[config.mk]
export PLATFORM = sky130hd
export DESIGN_NAME = alu_ctrl_decoder
export DESIGN_NICKNAME = d
export VERILOG_FILES = /design/src/rtl/alu_ctrl_decoder.sv
export SDC_FILE = /design/constraint.sdc
export NUM_CORES = 1
export LEC_CHECK = 0
export CAP_MARGIN = 30
export CORE_MARGIN = 2
export CORE_UTILIZATION = 30
export DETAILED_ROUTE_END_ITERATION = 12
export PLACE_DENSITY = 0.61
export SETUP_SLACK_MARGIN = 0.4
export SLEW_MARGIN = 20
export SYNTH_ARGS = -nofsm -noshare
export SYNTH_HDL_FRONTEND = slang
export SYNTH_SLANG_ARGS = --single-unit
[constraint.sdc]
create_clock -name clk -period 3.8 [get_ports clk]
set_clock_uncertainty 0.15 [all_clocks]
set_input_delay 0.76 -clock clk [delete_from_list [all_inputs] [get_ports clk]]
set_output_delay 0.76 -clock clk [all_outputs]
set_load 0.005 [all_outputs]
[src/rtl/alu_ctrl_decoder.sv]
// alu_ctrl_decoder: RV32I ALU-control decoder behind a 2-entry FIFO (in: clk rst in_valid/in_ready inst flush; out: out_valid/out_ready alu_ctrl op1_sel op2_sel imm rd rs1 rs2 illegal)
module alu_ctrl_decoder (
  input  logic        clk,
  input  logic        rst,
  input  logic        in_valid,
  output logic        in_ready,
  input  logic [31:0] inst,
  input  logic        flush,
  output logic        out_valid,
  input  logic        out_ready,
  output logic [3:0]  alu_ctrl,
  output logic        op1_sel,
  output logic        op2_sel,
  output logic [31:0] imm,
  output logic [4:0]  rd,
  output logic [4:0]  rs1,
  output logic [4:0]  rs2,
  output logic        illegal
);
  localparam logic [3:0] SLL = 4'd0, SRL = 4'd1, SRA = 4'd2, ADD = 4'd3, SUB = 4'd4, XOR = 4'd5;
  localparam logic [3:0] OR = 4'd6, AND = 4'd7, SLT = 4'd8, SLTU = 4'd9, LUI = 4'd10;
  logic [2:0] f3;
  logic [6:0] f7;
  logic [31:0] u_imm, i_imm, s_imm, sh_imm;
  logic alt, is_op, is_sh;
  logic [3:0] f3_alu, d_alu;
  logic d_op1, d_op2, d_ill;
  logic [31:0] d_imm;
  logic [1:0][53:0] mem;
  logic [1:0] count;
  logic rp, wp, acc, em;
  assign f3 = inst[14:12];
  assign f7 = inst[31:25];
  assign u_imm = {inst[31:12], 12'h0};
  assign i_imm = {{20{inst[31]}}, inst[31:20]};
  assign s_imm = {{20{inst[31]}}, inst[31:25], inst[11:7]};
  assign sh_imm = {27'h0, inst[24:20]};
  assign is_op = inst[6:0] == 7'b0110011;
  assign is_sh = f3 == 3'b001 || f3 == 3'b101;
  assign alt = inst[30] & (is_op | f3 == 3'b101);
  always_comb begin
    case (f3)
      3'b000:  f3_alu = alt ? SUB : ADD;
      3'b001:  f3_alu = SLL;
      3'b010:  f3_alu = SLT;
      3'b011:  f3_alu = SLTU;
      3'b100:  f3_alu = XOR;
      3'b101:  f3_alu = alt ? SRA : SRL;
      3'b110:  f3_alu = OR;
      default: f3_alu = AND;
    endcase
  end
  always_comb begin
    d_alu = ADD;
    d_op1 = 1'b0;
    d_op2 = 1'b0;
    d_imm = '0;
    d_ill = 1'b0;
    case (inst[6:0])
      7'b0110011: begin
        d_alu = f3_alu;
        d_ill = !(f7 == 7'h00 || (f7 == 7'h20 && (f3 == 3'b000 || f3 == 3'b101)));
      end
      7'b0010011: begin
        d_alu = f3_alu;
        d_op2 = 1'b1;
        d_imm = is_sh ? sh_imm : i_imm;
        d_ill = is_sh && f7 != 7'h00 && !(f7 == 7'h20 && f3 == 3'b101);
      end
      7'b0110111: begin
        d_alu = LUI;
        d_op2 = 1'b1;
        d_imm = u_imm;
      end
      7'b0010111: begin
        d_op1 = 1'b1;
        d_op2 = 1'b1;
        d_imm = u_imm;
      end
      7'b0000011: begin
        d_op2 = 1'b1;
        d_imm = i_imm;
      end
      7'b0100011: begin
        d_op2 = 1'b1;
        d_imm = s_imm;
      end
      default: d_ill = 1'b1;
    endcase
    // Illegal words of any opcode collapse to the neutral ADD/rs1/rs2/zero-imm shape
    if (d_ill) begin
      d_alu = ADD;
      d_op1 = 1'b0;
      d_op2 = 1'b0;
      d_imm = '0;
    end
  end
  assign in_ready = ~count[1] & ~rst;
  assign out_valid = count != 2'd0;
  assign acc = in_valid & in_ready;
  assign em = out_valid & out_ready;
  assign {alu_ctrl, op1_sel, op2_sel, imm, rd, rs1, rs2, illegal} = mem[rp];
  always_ff @(posedge clk or posedge rst) begin
    if (rst) begin
      mem <= '0;
      count <= 2'd0;
      rp <= 1'b0;
      wp <= 1'b0;
    end else if (flush) begin
      count <= 2'd0;
      rp <= 1'b0;
      wp <= 1'b0;
    end else begin
      if (acc) mem[wp] <= {d_alu, d_op1, d_op2, d_imm, inst[11:7], inst[19:15], inst[24:20], d_ill};
      wp <= wp ^ acc;
      rp <= rp ^ em;
      count <= count + {1'b0, acc} - {1'b0, em};
    end
  end
endmodule

**Yosys cells after proc, flatten, opt, wreduce, memory -nomap -nowiden**

Index checks and enable logic that the tools add are counted.

- Register bits: 112
- Input bits: 37
- Output and inout port bits: 56
- Logic and storage cells: 73

- Add/sub/neg operators: 2
- Magnitude comparators: 3
- Equal/unequal tests: 13
- Muxes and demuxes: 21
- Bitwise logic cells: 10
- Reduce and logical (&&, ||, !) cells: 19

Operators by type and width:

| operator | number |
|---|---|
| two-way mux 54 bit | 3 |
| case mux 32 bit (4 select lines) | 1 |
| bitwise mux 108 bit | 1 |
| two-way mux 32 bit | 2 |
| demux 54 bit (select 1 bit) | 1 |
| equality test 7 x 6 -> 1 bit, second input constant | 4 |
| case mux 4 bit (7 select lines) | 1 |
| equality test 7 x 5 -> 1 bit, second input constant | 2 |
| equality test 3 bit, second input constant | 3 |
| case mux 4 bit (2 select lines) | 1 |
| equality test 7 x 2 -> 1 bit, second input constant | 1 |
| logical NOT 7 bit | 1 |
| nonzero test 7 bit | 1 |
| equality test 3 x 2 -> 1 bit, second input constant | 2 |
| two-way mux 1 bit | 6 |
| logical AND 1 bit | 5 |
| OR reduction 5 bit | 1 |
| bitwise AND 1 bit | 4 |
| < comparator 1 x 2 -> 1 bit, second input constant | 2 |
| two-way mux 2 bit | 2 |
| two-way mux 4 bit | 1 |
| OR reduction 2 bit | 2 |
| OR reduction 4 bit | 1 |
| equality test 3 x 1 -> 1 bit, second input constant | 1 |
| 13 further kinds | 19 |

**Logic depth before layout (Yosys ltp)**

- Word-level depth: 8
- Depth in mapped cells: 7
- Gate-level depth less buffers: 7

**Least setup slack after synthesis**

No wires, ideal clock.

- Path kind: register -> output
- Start point: reg rp
- End point: out imm[0]
- Arrival: 1.330 ns
- Data required time: 2.890 ns
- Slack: 1.560 ns
- Cell stages (with the launch flop): 4
- Buffers on the path: 2
- Cell sequence: dfrtp_1 > clkbuf_1 > clkbuf_1 > mux2_2

- Cells in the longest elaborated chain, start to end: 2

Ends and longest elaborated chain:

| element | RTL line | text |
|---|---|---|
| start: declaration | 31 | `logic rp, wp, acc, em;` |
| start signal: assignment | 116 | `rp <= rp ^ em;` |
| two-way mux 54 bit (implied by the code) (2 in series) | 102 | `assign {alu_ctrl, op1_sel, op2_sel, imm, rd, rs1, rs2, illegal} = mem[rp];` |
| end: declaration | 14 | `output logic [31:0] imm,` |

Every way passes these cells. The select of a mux whose other input is x is not followed.

**Worst setup path in the final report**

- Start point: reg rp
- End point: out alu_ctrl[3]

- Cells in the longest elaborated chain, start to end: 2

Ends and longest elaborated chain:

| element | RTL line | text |
|---|---|---|
| two-way mux 54 bit (implied by the code) (2 in series) | 102 |  |
| end: declaration | 11 | `output logic [3:0] alu_ctrl,` |

Every way passes these cells. The select of a mux whose other input is x is not followed.

==> flow_metrics.tcl <==
set metrics [dict create \
    p_comb_share_pct 34.6 \
    cts_hold_buffers 0 \
    gr-total-overflow 0 \
    vias_per_cell 4.94 \
    h-tree-depth 3 \
    clkTransAtPathRegs_ns 0.07 \
    core_um2 17800 \
    drt_pass1_iterations 4 \
    crit_fanout 34 \
    layout_common_cells "nand2_1 (145), dfrtp_1 (111), clkdlybuf4s50_1 (92)" \
    min_period_over_period_pct 83.8 \
    cts_buffer_depth 2 \
    drive_above_1_share_pct 15.5 \
    arrival_ns 2.27 \
    yosys.area.top_type "dfrtp_1" \
    end_kind "output pin" \
    grt_pass1_vias 4587 \
    cts-buffers-inserted 9 \
    ys_types 48 \
    cts_num_sinks 112 \
    whs_ns 0.324 \
    crit_start "rp" \
    reg2reg_to "mem[30]" \
    top_level_ports 93 \
    power.density_nw_per_um2 621 \
    critPathKind "register to output pin" \
    syn_inst 563 \
    worstReg2RegStart "count[1]" \
    grt_max_degree 46 \
    clkPwrFrac_pct 23.5 \
    syn-num-nets 602 \
    drv_cap 0 \
    num_antenna_cells 0 \
    r2r_slack_ns 1.53 \
    yosysSeqAreaShare_pct 51.6 \
    setup.worst_path.end "alu_ctrl[3]" \
    finalPower_mw 4.29 \
    drv_slew 0 \
    swShare_pct 30.6 \
    startpoint_type "register" \
    hold_viol_final 0 \
    postCtsSetupBuffers 0 \
    hp-class "register to register" \
    portBuffers 92 \
    reg2reg_depth 5 \
    cts_tree "done" \
    routedWlPerCell_um 17.2 \
    ys_seq_elements 112 \
    dieWidth_um 139 \
    ant_nets 0 \
    synth.top_cell.area_share_pct 51.6 \
    post_synth.cell_area_avg_um2 9.65 \
    switchingPower_mw 1.31 \
    synth_top_cells_by_area "dfrtp_1 (52%), mux2_2 (11%), nand2_1 (10%), a21oi_1 (4.3%), nor2_1 (3.5%)" \
    cp.required_ns 2.89 \
    worstMarginPinSlew_ns 0.789 \
    rsz0062_at_grt "no" \
    drt-total-wl_mm 15.0 \
    drt_iter0_drc 278 \
    vias 4324 \
    cts_resized 0 \
    nets 680 \
    place_hpwl_mm 10.7 \
    power_frac_seq_pct 42.0 \
    grtUsageTotal_pct 16.3 \
    final_common_cell "nand2_1" \
    rows 49 \
    final-setup-viol-count 0 \
    insertion_delay_ns 0.36 \
    status "completed" \
    dieArea_um2 19200 \
    syn-cell-area_um2 5430 \
    p_int_mw 2.97 \
    grt_pass1_wl_mm 24.9 \
    route.detailed.drc 0 \
    hold-path-cell-count 2 \
    slew_headroom_pct 47.3 \
    peakVddDrop_uv 240 \
    postLayoutCoreUtil_pct 38.7 \
    period_needed_ns 3.18 \
    die_height_um 139 \
    cts-root-buf "clkbuf_16" \
    final.setup.tns_ns 0 \
    area_delta_synth_final_pct 27.1 \
    yosys_warnings 0 \
    timing.fmax_mhz 314 \
    power_leakage_nw 2.93 \
    start_util_pct 30.4 \
    gp_congestion 0.800 \
    antenna_found_initial 0 \
]
==> synthesized netlist by cell type, drive strengths merged <==
master / count
nor2b: 5
a22o: 12
o31ai: 5
nand3: 13
dfrtp: 112
inv: 5
a21boi: 1
buf: 19
or4: 1
nand3b: 1
nor3b: 1
ha: 2
o21ai: 24
o211ai: 1
o41ai: 2
a311oi: 2
o22a: 2
and2: 3
or3b: 1
xor2: 3
a31oi: 4
a21oi: 48
a211oi: 2
a221oi: 1
mux2: 54
xnor2: 2
clkbuf: 20
nand4bb: 1
and3: 1
o21a: 1
nor3: 2
nand4: 1
or2: 3
nor4b: 1
nor2: 50
mux2i: 3
nand2b: 5
and4bb: 1
nand2: 146
nor4: 2
==> critical path: stages, from the launching register on <==
cell and delay [ns]:
dfrtp_2 0.73, buf_12 0.30, mux2_2 0.41, clkdlybuf4s50_1 0.46
==> metrics by stage <==
step                std cells  area (um2)  setup WS, ns
floorplan                 563        5430          1.53
global placement          859        6590         0.640
detailed placement        859        6590         0.533
CTS                       875        6900         0.586
global route              875        6900         0.520
finish                    875        6900         0.616
==> cells by family after synthesis <==
kind of cell | count (synthesis) | synth area share (%)
muxes | 57 | 11.8
DFF | 112 | 51.6
AOI/OAI and AO/OA | 105 | 12.6
buffers and inverters | 44 | 3.96
adders and majority gates | 2 | 0.461
xor gates and xnor gates | 5 | 0.807
and+or+nand+nor | 238 | 18.8
==> layer usage <==
metal  vias to the layer above  GRT usage, %  share of wire [%]
li1                       2053             -                  -
met1                      2168          21.3                 46
met2                        87          27.0                 49
met3                        16          3.18                3.9
met4                         0          5.85                1.7
met5                         -             0                  0
==> power groups by stage <==
| stage | clock [mW] | sequential (mW) | combinational [mW] |
|---|---|---|---|
| finish | 1.01 | 1.80 | 1.48 |
| global placement | 0 | 1.79 | 1.46 |
| detailed placement | 0 | 1.82 | 1.50 |
| CTS | 1.03 | 1.80 | 1.51 |
| floorplan | 0 | 1.71 | 0.827 |
| global route | 1.08 | 1.86 | 1.63 |
==> cell type report <==
cell class | count | area [um2]
Clock buffer | 10 | 239
Inverter | 5 | 22.5
Sequential cell | 112 | 2800
Fill cell | 1745 | 10900
Multi-Input combinational cell | 407 | 2410
Timing Repair Buffer | 106 | 1060
Clock inverter | 6 | 76.3
Tap cell | 229 | 287
==> registers in the layout, summed over array words and instances, names as in the netlist <==
register,cells
count,2
wp,1
mem,108
rp,1
==> worst min path at each step <==
stage | startpoint | end | slack (ns)
CTS | mem[107] | mem[107] | 0.32
finish | mem[107] | mem[107] | 0.32
global placement | mem[69] | mem[69] | 0.30
detailed placement | mem[107] | mem[107] | 0.31
global route | mem[60] | mem[60] | 0.35
floorplan | mem[107] | mem[107] | 0.29
Power figures use the tool's default switching activity.
